## config.mk

```make
export PLATFORM = sky130hd
export DESIGN_NAME = face_result_writer_flat
export DESIGN_NICKNAME = d
export VERILOG_FILES = /design/src/rtl/face_result_writer_if.sv /design/src/rtl/face_result_writer.sv /design/src/flat_wrapper.sv
export SDC_FILE = /design/constraint.sdc
export NUM_CORES = 1
export LEC_CHECK = 0
export CORE_UTILIZATION = 40
export DETAILED_ROUTE_END_ITERATION = 6
export GPL_TIMING_DRIVEN = 1
export HOLD_SLACK_MARGIN = 0.06
export SYNTH_ARGS = -nofsm -noshare
export SYNTH_HDL_FRONTEND = slang
export SYNTH_SLANG_ARGS = --single-unit
```

## constraint.sdc

```tcl
create_clock -name clk -period 12.3 [get_ports clk]
set_input_delay 1.23 -clock clk [delete_from_list [all_inputs] [get_ports clk]]
set_output_delay 1.23 -clock clk [all_outputs]
set_load 0.02 [all_outputs]
```

## src/rtl/face_result_writer_if.sv

```systemverilog
// Result-writer handshake from the detection engine plus the overlay BRAM write port.
// The writer block uses the slave modport; the engine/bench side uses master.
interface face_result_writer_if #(
   parameter int WIDTH_POSI      = 8,
   parameter int WIDTH_DISP_ADDR = 15
);
   logic                       write_result_start;
   logic [WIDTH_POSI-1:0]      xpos;
   logic [WIDTH_POSI-1:0]      ypos;
   logic [WIDTH_POSI-1:0]      length;
   logic                       write_result_done;
   logic                       busy;
   logic                       we_disp;
   logic [WIDTH_DISP_ADDR-1:0] addr_disp;
   logic                       din_disp;

   modport master (
      output write_result_start, xpos, ypos, length,
      input  write_result_done, busy, we_disp, addr_disp, din_disp
   );

   modport slave (
      input  write_result_start, xpos, ypos, length,
      output write_result_done, busy, we_disp, addr_disp, din_disp
   );
endinterface

```

## src/rtl/face_result_writer.sv

```systemverilog
// Draws a detected window's square outline into the 1-bit overlay BRAM, one pixel per clock.
// Optional macro RESULT_WRITER_CLEAR_EN: erase the previously drawn box before drawing the new one.
//
// state      | meaning
// IDLE       | waiting for write_result_start
// CLR_TOP    | erasing top edge of previous box (clear option only)
// CLR_BOTTOM | erasing bottom edge of previous box (clear option only)
// CLR_LEFT   | erasing left edge of previous box (clear option only)
// CLR_RIGHT  | erasing right edge of previous box (clear option only)
// TOP        | drawing top edge
// BOTTOM     | drawing bottom edge
// LEFT       | drawing left edge (between the corners)
// RIGHT      | drawing right edge (between the corners)
// DONE       | one-cycle done pulse
module face_result_writer #(
   parameter int WIDTH_POSI      = 8,
   parameter int WIDTH_DISP_ADDR = 15,
   parameter int IMG_W           = 160,
   parameter int IMG_H           = 120
) (
   input  logic                clk,
   input  logic                rst,
   face_result_writer_if.slave res_if
);
   localparam int WC = WIDTH_POSI + 1;
   typedef logic [WC-1:0] crd_t;

   typedef enum logic [3:0] {
      IDLE, TOP, BOTTOM, LEFT, RIGHT, DONE
`ifdef RESULT_WRITER_CLEAR_EN
      , CLR_TOP, CLR_BOTTOM, CLR_LEFT, CLR_RIGHT
`endif
   } state_t;

   state_t                     state_q, state_d;
   crd_t                       cnt_q, cnt_d;
   logic [WIDTH_POSI-1:0]      bx_q, bx_d, by_q, by_d, bl_q, bl_d;
   logic                       we_q, we_d, din_q, din_d, done_q, done_d, busy_q, busy_d;
   logic [WIDTH_DISP_ADDR-1:0] addr_q, addr_d;
   crd_t                       sx, sy, sl, px_x, px_y, len_cur;
   logic                       pix;
`ifdef RESULT_WRITER_CLEAR_EN
   logic [WIDTH_POSI-1:0]      px_q, px_d, py_q, py_d, pl_q, pl_d;
   logic                       pv_q, pv_d;

   function automatic logic is_clr(state_t s);
      return (s == CLR_TOP) || (s == CLR_BOTTOM) || (s == CLR_LEFT) || (s == CLR_RIGHT);
   endfunction
`endif

   // First non-empty edge after s for a box of side l; IDLE means "before the top edge".
   function automatic state_t next_draw(state_t s, crd_t l);
      state_t n;
      n = DONE;
      case (s)
         TOP:     if (l >= crd_t'(2)) n = BOTTOM;
         BOTTOM:  if (l >= crd_t'(3)) n = LEFT;
         LEFT:    n = RIGHT;
         RIGHT:   n = DONE;
         default: if (l >= crd_t'(1)) n = TOP;
      endcase
      return n;
   endfunction

`ifdef RESULT_WRITER_CLEAR_EN
   function automatic state_t next_clr(state_t s, crd_t lp, crd_t l);
      state_t n;
      case (s)
         CLR_TOP:    n = (lp >= crd_t'(2)) ? CLR_BOTTOM : next_draw(IDLE, l);
         CLR_BOTTOM: n = (lp >= crd_t'(3)) ? CLR_LEFT : next_draw(IDLE, l);
         CLR_LEFT:   n = CLR_RIGHT;
         CLR_RIGHT:  n = next_draw(IDLE, l);
         default:    n = (lp >= crd_t'(1)) ? CLR_TOP : next_draw(IDLE, l);
      endcase
      return n;
   endfunction
`endif

   // Horizontal edges span the full side; vertical edges exclude both corners.
   function automatic crd_t edge_last(state_t s, crd_t l);
      case (s)
         TOP, BOTTOM
`ifdef RESULT_WRITER_CLEAR_EN
         , CLR_TOP, CLR_BOTTOM
`endif
                  : return l - crd_t'(1);
         default: return l - crd_t'(3);
      endcase
   endfunction

   always_comb begin
      state_d = state_q;
      cnt_d   = cnt_q;
      bx_d    = bx_q;
      by_d    = by_q;
      bl_d    = bl_q;
      len_cur = crd_t'(bl_q);
`ifdef RESULT_WRITER_CLEAR_EN
      px_d = px_q;
      py_d = py_q;
      pl_d = pl_q;
      pv_d = pv_q;
`endif
      case (state_q)
         IDLE: begin
            if (res_if.write_result_start) begin
               bx_d  = res_if.xpos;
               by_d  = res_if.ypos;
               bl_d  = res_if.length;
               cnt_d = '0;
`ifdef RESULT_WRITER_CLEAR_EN
               if (pv_q) state_d = next_clr(IDLE, crd_t'(pl_q), crd_t'(res_if.length));
               else
`endif
               state_d = next_draw(IDLE, crd_t'(res_if.length));
            end
         end
         DONE: begin
            state_d = IDLE;
`ifdef RESULT_WRITER_CLEAR_EN
            px_d = bx_q;
            py_d = by_q;
            pl_d = bl_q;
            pv_d = 1'b1;
`endif
         end
         default: begin
`ifdef RESULT_WRITER_CLEAR_EN
            if (is_clr(state_q)) len_cur = crd_t'(pl_q);
`endif
            if (cnt_q == edge_last(state_q, len_cur)) begin
               cnt_d = '0;
`ifdef RESULT_WRITER_CLEAR_EN
               if (is_clr(state_q)) state_d = next_clr(state_q, crd_t'(pl_q), crd_t'(bl_q));
               else
`endif
               state_d = next_draw(state_q, crd_t'(bl_q));
            end else begin
               cnt_d = cnt_q + crd_t'(1);
            end
         end
      endcase

      // Outputs are registered from the next state so pixel 1 appears the cycle after start.
      sx    = crd_t'(bx_d);
      sy    = crd_t'(by_d);
      sl    = crd_t'(bl_d);
      din_d = 1'b1;
`ifdef RESULT_WRITER_CLEAR_EN
      if (is_clr(state_d)) begin
         sx    = crd_t'(px_q);
         sy    = crd_t'(py_q);
         sl    = crd_t'(pl_q);
         din_d = 1'b0;
      end
`endif
      px_x = '0;
      px_y = '0;
      pix  = 1'b1;
      case (state_d)
         TOP
`ifdef RESULT_WRITER_CLEAR_EN
         , CLR_TOP
`endif
         : begin
            px_x = sx + cnt_d;
            px_y = sy;
         end
         BOTTOM
`ifdef RESULT_WRITER_CLEAR_EN
         , CLR_BOTTOM
`endif
         : begin
            px_x = sx + cnt_d;
            px_y = sy + sl - crd_t'(1);
         end
         LEFT
`ifdef RESULT_WRITER_CLEAR_EN
         , CLR_LEFT
`endif
         : begin
            px_x = sx;
            px_y = sy + crd_t'(1) + cnt_d;
         end
         RIGHT
`ifdef RESULT_WRITER_CLEAR_EN
         , CLR_RIGHT
`endif
         : begin
            px_x = sx + sl - crd_t'(1);
            px_y = sy + crd_t'(1) + cnt_d;
         end
         default: begin
            pix   = 1'b0;
            din_d = 1'b0;
         end
      endcase
      we_d   = pix && (px_x < crd_t'(IMG_W)) && (px_y < crd_t'(IMG_H));
      addr_d = we_d ? WIDTH_DISP_ADDR'(32'(px_y) * IMG_W + 32'(px_x)) : '0;
      done_d = (state_d == DONE);
      busy_d = (state_d != IDLE);
   end

   always_ff @(posedge clk or posedge rst) begin
      if (rst) begin
         state_q <= IDLE;
         cnt_q   <= '0;
         bx_q    <= '0;
         by_q    <= '0;
         bl_q    <= '0;
         we_q    <= 1'b0;
         din_q   <= 1'b0;
         done_q  <= 1'b0;
         busy_q  <= 1'b0;
         addr_q  <= '0;
`ifdef RESULT_WRITER_CLEAR_EN
         px_q    <= '0;
         py_q    <= '0;
         pl_q    <= '0;
         pv_q    <= 1'b0;
`endif
      end else begin
         state_q <= state_d;
         cnt_q   <= cnt_d;
         bx_q    <= bx_d;
         by_q    <= by_d;
         bl_q    <= bl_d;
         we_q    <= we_d;
         din_q   <= din_d;
         done_q  <= done_d;
         busy_q  <= busy_d;
         addr_q  <= addr_d;
`ifdef RESULT_WRITER_CLEAR_EN
         px_q    <= px_d;
         py_q    <= py_d;
         pl_q    <= pl_d;
         pv_q    <= pv_d;
`endif
      end
   end

   assign res_if.we_disp           = we_q;
   assign res_if.addr_disp         = addr_q;
   assign res_if.din_disp          = din_q;
   assign res_if.write_result_done = done_q;
   assign res_if.busy              = busy_q;
endmodule

```

## src/flat_wrapper.sv

```systemverilog
// flat-port wrapper written by rule: the top's interface ports become plain ports
module face_result_writer_flat 
#(
   parameter int WIDTH_POSI      = 8,
   parameter int WIDTH_DISP_ADDR = 15,
   parameter int IMG_W           = 160,
   parameter int IMG_H           = 120
)
  (clk, rst, res_if_write_result_start, res_if_xpos, res_if_ypos, res_if_length, res_if_write_result_done, res_if_busy, res_if_we_disp, res_if_addr_disp, res_if_din_disp);
  face_result_writer_if #(.WIDTH_POSI(WIDTH_POSI), .WIDTH_DISP_ADDR(WIDTH_DISP_ADDR)) res_if_i ();
  input  logic clk;
  input  logic rst;
  input wire logic [$bits(res_if_i.write_result_start)-1:0] res_if_write_result_start;
  input wire logic [$bits(res_if_i.xpos)-1:0] res_if_xpos;
  input wire logic [$bits(res_if_i.ypos)-1:0] res_if_ypos;
  input wire logic [$bits(res_if_i.length)-1:0] res_if_length;
  output wire logic [$bits(res_if_i.write_result_done)-1:0] res_if_write_result_done;
  output wire logic [$bits(res_if_i.busy)-1:0] res_if_busy;
  output wire logic [$bits(res_if_i.we_disp)-1:0] res_if_we_disp;
  output wire logic [$bits(res_if_i.addr_disp)-1:0] res_if_addr_disp;
  output wire logic [$bits(res_if_i.din_disp)-1:0] res_if_din_disp;
  assign res_if_i.write_result_start = res_if_write_result_start;
  assign res_if_i.xpos = res_if_xpos;
  assign res_if_i.ypos = res_if_ypos;
  assign res_if_i.length = res_if_length;
  assign res_if_write_result_done = res_if_i.write_result_done;
  assign res_if_busy = res_if_i.busy;
  assign res_if_we_disp = res_if_i.we_disp;
  assign res_if_addr_disp = res_if_i.addr_disp;
  assign res_if_din_disp = res_if_i.din_disp;
  face_result_writer #(.WIDTH_POSI(WIDTH_POSI), .WIDTH_DISP_ADDR(WIDTH_DISP_ADDR), .IMG_W(IMG_W), .IMG_H(IMG_H)) u_core (.clk(clk), .rst(rst), .res_if(res_if_i));
endmodule
```

==> results.sh <==
export IMPL_finalCritPeriodShare_pct=58.94
export IMPL_cts_resized=0
export IMPL_synth_edf_count=0
export IMPL_status="finished clean"
export IMPL_core_area_um2=13300
export IMPL_rsz0062_at_grt="false"
export IMPL_worst_pin_slew_ns=0.9135
export IMPL_gr_usage_met3_pct=3.017
export IMPL_antenna_diode_count=0
export IMPL_grt_pass1_wl_mm=24.34
export IMPL_cts_max_level=2
export IMPL_grt_overflow_total=0
export IMPL_grt_use_met2_pct=36.08
export IMPL_avgViaCountPerCell=5.574
export IMPL_slew_violations=0
export IMPL_cts_buffers=5
export IMPL_cts_buffer_depth=2
export IMPL_fp_dieH_um=119.1
export IMPL_nFillCells=1270
export IMPL_fp_row_count=42
export IMPL_drc=0
export IMPL_post_cts_buffers=0
export IMPL_antenna_found_initial=0
export IMPL_syn_area_per_cell_um2=8.849
export IMPL_synthCells=620
export IMPL_synth_nets=721
export IMPL_start_util_pct=41.27
export IMPL_io_pins=46
export IMPL_cp_end_kind="flip-flop"
export IMPL_ant_nets=0
export IMPL_max_stage_delay_ns=0.59
export IMPL_first_iter_violations=276
export IMPL_busiest_layer="met2"
export IMPL_cap_violations=0
export IMPL_drt_pass1_iter_count=5
export IMPL_setup_violations=0
export IMPL_layout_nets=760
export IMPL_crit_buf_inv=1
export IMPL_area_sequential_um2=1401
export IMPL_clk_latency_ns=0.31
export IMPL_hold_buffers=0
export IMPL_place_port_buffers=45
export IMPL_yosys_warnings=0
export IMPL_synth_seq_area_share_pct=25.54
export IMPL_multi_input_area_um2=3640
export IMPL_fin_crit_ns=7.249
export IMPL_cts_sinks=56
export IMPL_ys_ff_latch=56
export IMPL_crit_top_cell="nor2_1"
export IMPL_num_vias=4660
export IMPL_critPathKind="reg -> reg"
export IMPL_relSlewSlack_pct=37.36
export IMPL_synth_cell_types=82
export IMPL_grt_max_degree=57
export IMPL_required_ns=12.47
export IMPL_worst_path_max_delay_cell="nor2_1"
export IMPL_crit_fanout=11
export IMPL_cts_root_buf="clkbuf_16"
export IMPL_skew_ns=0.005233
export IMPL_cts_tree="done"
export IMPL_area_growth_pct=13.80
export IMPL_crit_path_start_kind="flip-flop"
export IMPL_first_global_vias=4690
export IMPL_finalHoldViolations=0
export IMPL_fin_tns_setup_ns=0
export IMPL_gp_congestion=0.8695
export IMPL_drive_gt1_share_pct=7.879
export IMPL_synth_ff_type="dfrtp_1"
export IMPL_cp_top_family="compound AO/OA/AOI/OAI gates"
export IMPL_routed_wl_mm=14.94
export IMPL_min_path_type="reg -> reg"
export IMPL_syn_area_um2=5487
export IMPL_cp_data_arrival_time_ns=7.42
export IMPL_grt_usage_pct=22.07
export IMPL_use_met1_pct=29.43
export IMPL_die_area_um2=14190
export IMPL_die_w_um=119.1
export IMPL_wl_per_cell_um=17.87
export IMPL_synthArstFlopShare_pct=100.0
export IMPL_fmax_mhz=137.9
export IMPL_dp_hpwl_mm=11.56
export IMPL_clkTransAtPathRegs_ns=0.08
layout make-up:
type | instances | share of cell area (%)
inverter | 91 | 5.471
timing repair buffer | 48 | 7.575
multi-input combinational | 457 | 58.30
clock inverter | 3 | 0.6814
tap | 176 | 3.527
clock buffer | 5 | 2.004
sequential | 56 | 22.44
cell usage in the layout, fill, tap and decap left out, types with 10 or more instances in the layout:
| master | netlist | routed |
|---|---|---|
| xor2_1 | 20 | 20 |
| dfrtp_1 | 56 | 56 |
| clkdlybuf4s50_1 | 0 | 45 |
| o21ai_0 | 26 | 26 |
| nor3_1 | 10 | 10 |
| nand2_1 | 41 | 41 |
| nor2_1 | 28 | 28 |
| nand3_1 | 19 | 19 |
| a21oi_1 | 34 | 34 |
| ha_1 | 68 | 68 |
| inv_1 | 89 | 88 |
| mux2i_1 | 25 | 25 |
| a21o_1 | 14 | 14 |
| xnor2_1 | 29 | 29 |
worst reg2reg max path, cell delays in order (launching register included):
cell and delay [ns]:
dfrtp_1 0.45, nor2_1 0.59, a21oi_2 0.17, a2111oi_4 0.43, nor2_1 0.14, o31a_1 0.47, a21oi_1 0.44, nand2_1 0.10
o21ai_0 0.58, ha_1 0.39, nor2b_1 0.14, o21ai_0 0.20, nand2_1 0.08, nor2_1 0.09, nor2_1 0.06, a32oi_1 0.40
inv_1 0.13, ha_1 0.34, ha_1 0.30, a21o_1 0.18, a21oi_1 0.22, xnor2_1 0.24, nor4b_1 0.45, nand3_1 0.16
xnor2_1 0.19, xnor2_1 0.13, nor3_1 0.05
routing by layer:
metal  vias to the layer above  wire length, um
li1                       2257                -
met1                      2247             7009
met2                       136             6953
met3                        20              580
met4                         0              394
met5                         -                0
state kept, by name, summed over array words and instances, names as in the netlist:
register / cells
u_core.by_q: 8
u_core.res_if.we_disp: 1
u_core.bx_q: 8
u_core.bl_q: 8
u_core.cnt_q: 9
u_core.state_q: 4
u_core.res_if.busy: 1
u_core.res_if.din_disp: 1
u_core.res_if.write_result_done: 1
u_core.res_if.addr_disp: 15
cell usage after synthesis (4+ instances only):
master | number | area (um2)
a21oi_1 | 34 | 170.2
nand2b_1 | 7 | 43.79
nor3_1 | 10 | 50.05
a211oi_1 | 4 | 30.03
a21o_1 | 14 | 105.1
or3_1 | 4 | 25.02
buf_6 | 4 | 45.04
nor2b_1 | 5 | 31.28
dfrtp_1 | 56 | 1401
nand2_1 | 41 | 153.9
o21bai_1 | 7 | 52.55
mux2i_1 | 25 | 250.2
nor4_1 | 5 | 31.28
nand2_2 | 4 | 25.02
clkbuf_1 | 6 | 22.52
nor3_2 | 9 | 90.09
xnor2_1 | 29 | 254.0
nor2_1 | 28 | 105.1
xor2_1 | 20 | 175.2
nand3_1 | 19 | 95.09
o22ai_1 | 8 | 50.05
a31oi_1 | 5 | 31.28
ha_1 | 68 | 850.8
o21ai_0 | 26 | 130.1
inv_1 | 89 | 334.1
and3_1 | 4 | 25.02
fa_1 | 6 | 120.1
final timing paths:
| path | start | end | slack, ns | cells past startpoint |
|---|---|---|---|---|
| worst max-delay path | u_core.state_q[3] | u_core.res_if.addr_disp[14] | 5.05 | 26 |
| worst min-delay path | u_core.by_q[0] | u_core.by_q[0] | 0.56 | 2 |
| worst max register to register | u_core.state_q[3] | u_core.res_if.addr_disp[14] | 5.05 | 26 |
| worst min register to register | u_core.by_q[0] | u_core.by_q[0] | 0.56 | 2 |
| max in group asynchronous | rst | u_core.by_q[7] | 10.37 | 3 |
| min in group asynchronous | rst | u_core.res_if.addr_disp[2] | 1.43 | 3 |
stage by stage:
| step | util [%] | hold WS (ns) | instance area [um2] | worst slack [ns] | std cells |
|---|---|---|---|---|---|
| floorplan | - | 0.4793 | 5487 | 5.716 | 620 |
| global placement | 45.70 | 0.5306 | 6076 | 5.070 | 828 |
| detailed placement | 45.70 | 0.5408 | 6076 | 4.986 | 828 |
| CTS | 46.96 | 0.5601 | 6243 | 5.177 | 836 |
| global route | 46.96 | 0.5965 | 6243 | 4.549 | 836 |
| finish | 46.96 | 0.5561 | 6243 | 5.051 | 836 |
cell families (layout without fill, tap and decap cells):
logic type,Yosys count,count (layout),share of synthesized area (%)
AND/OR/NAND/NOR,162,162,16.42
adder cells (fa/ha/maj),74,74,17.70
flip-flops,56,56,25.54
XOR/XNOR,50,50,8.324
AO/OA/AOI/OAI,146,146,19.34
buffers and inverters,107,147,8.118
multiplexers,25,25,4.561
Power is not shown: default switching activity piles up to over one toggle a cycle in this logic, so the estimate is an artifact.
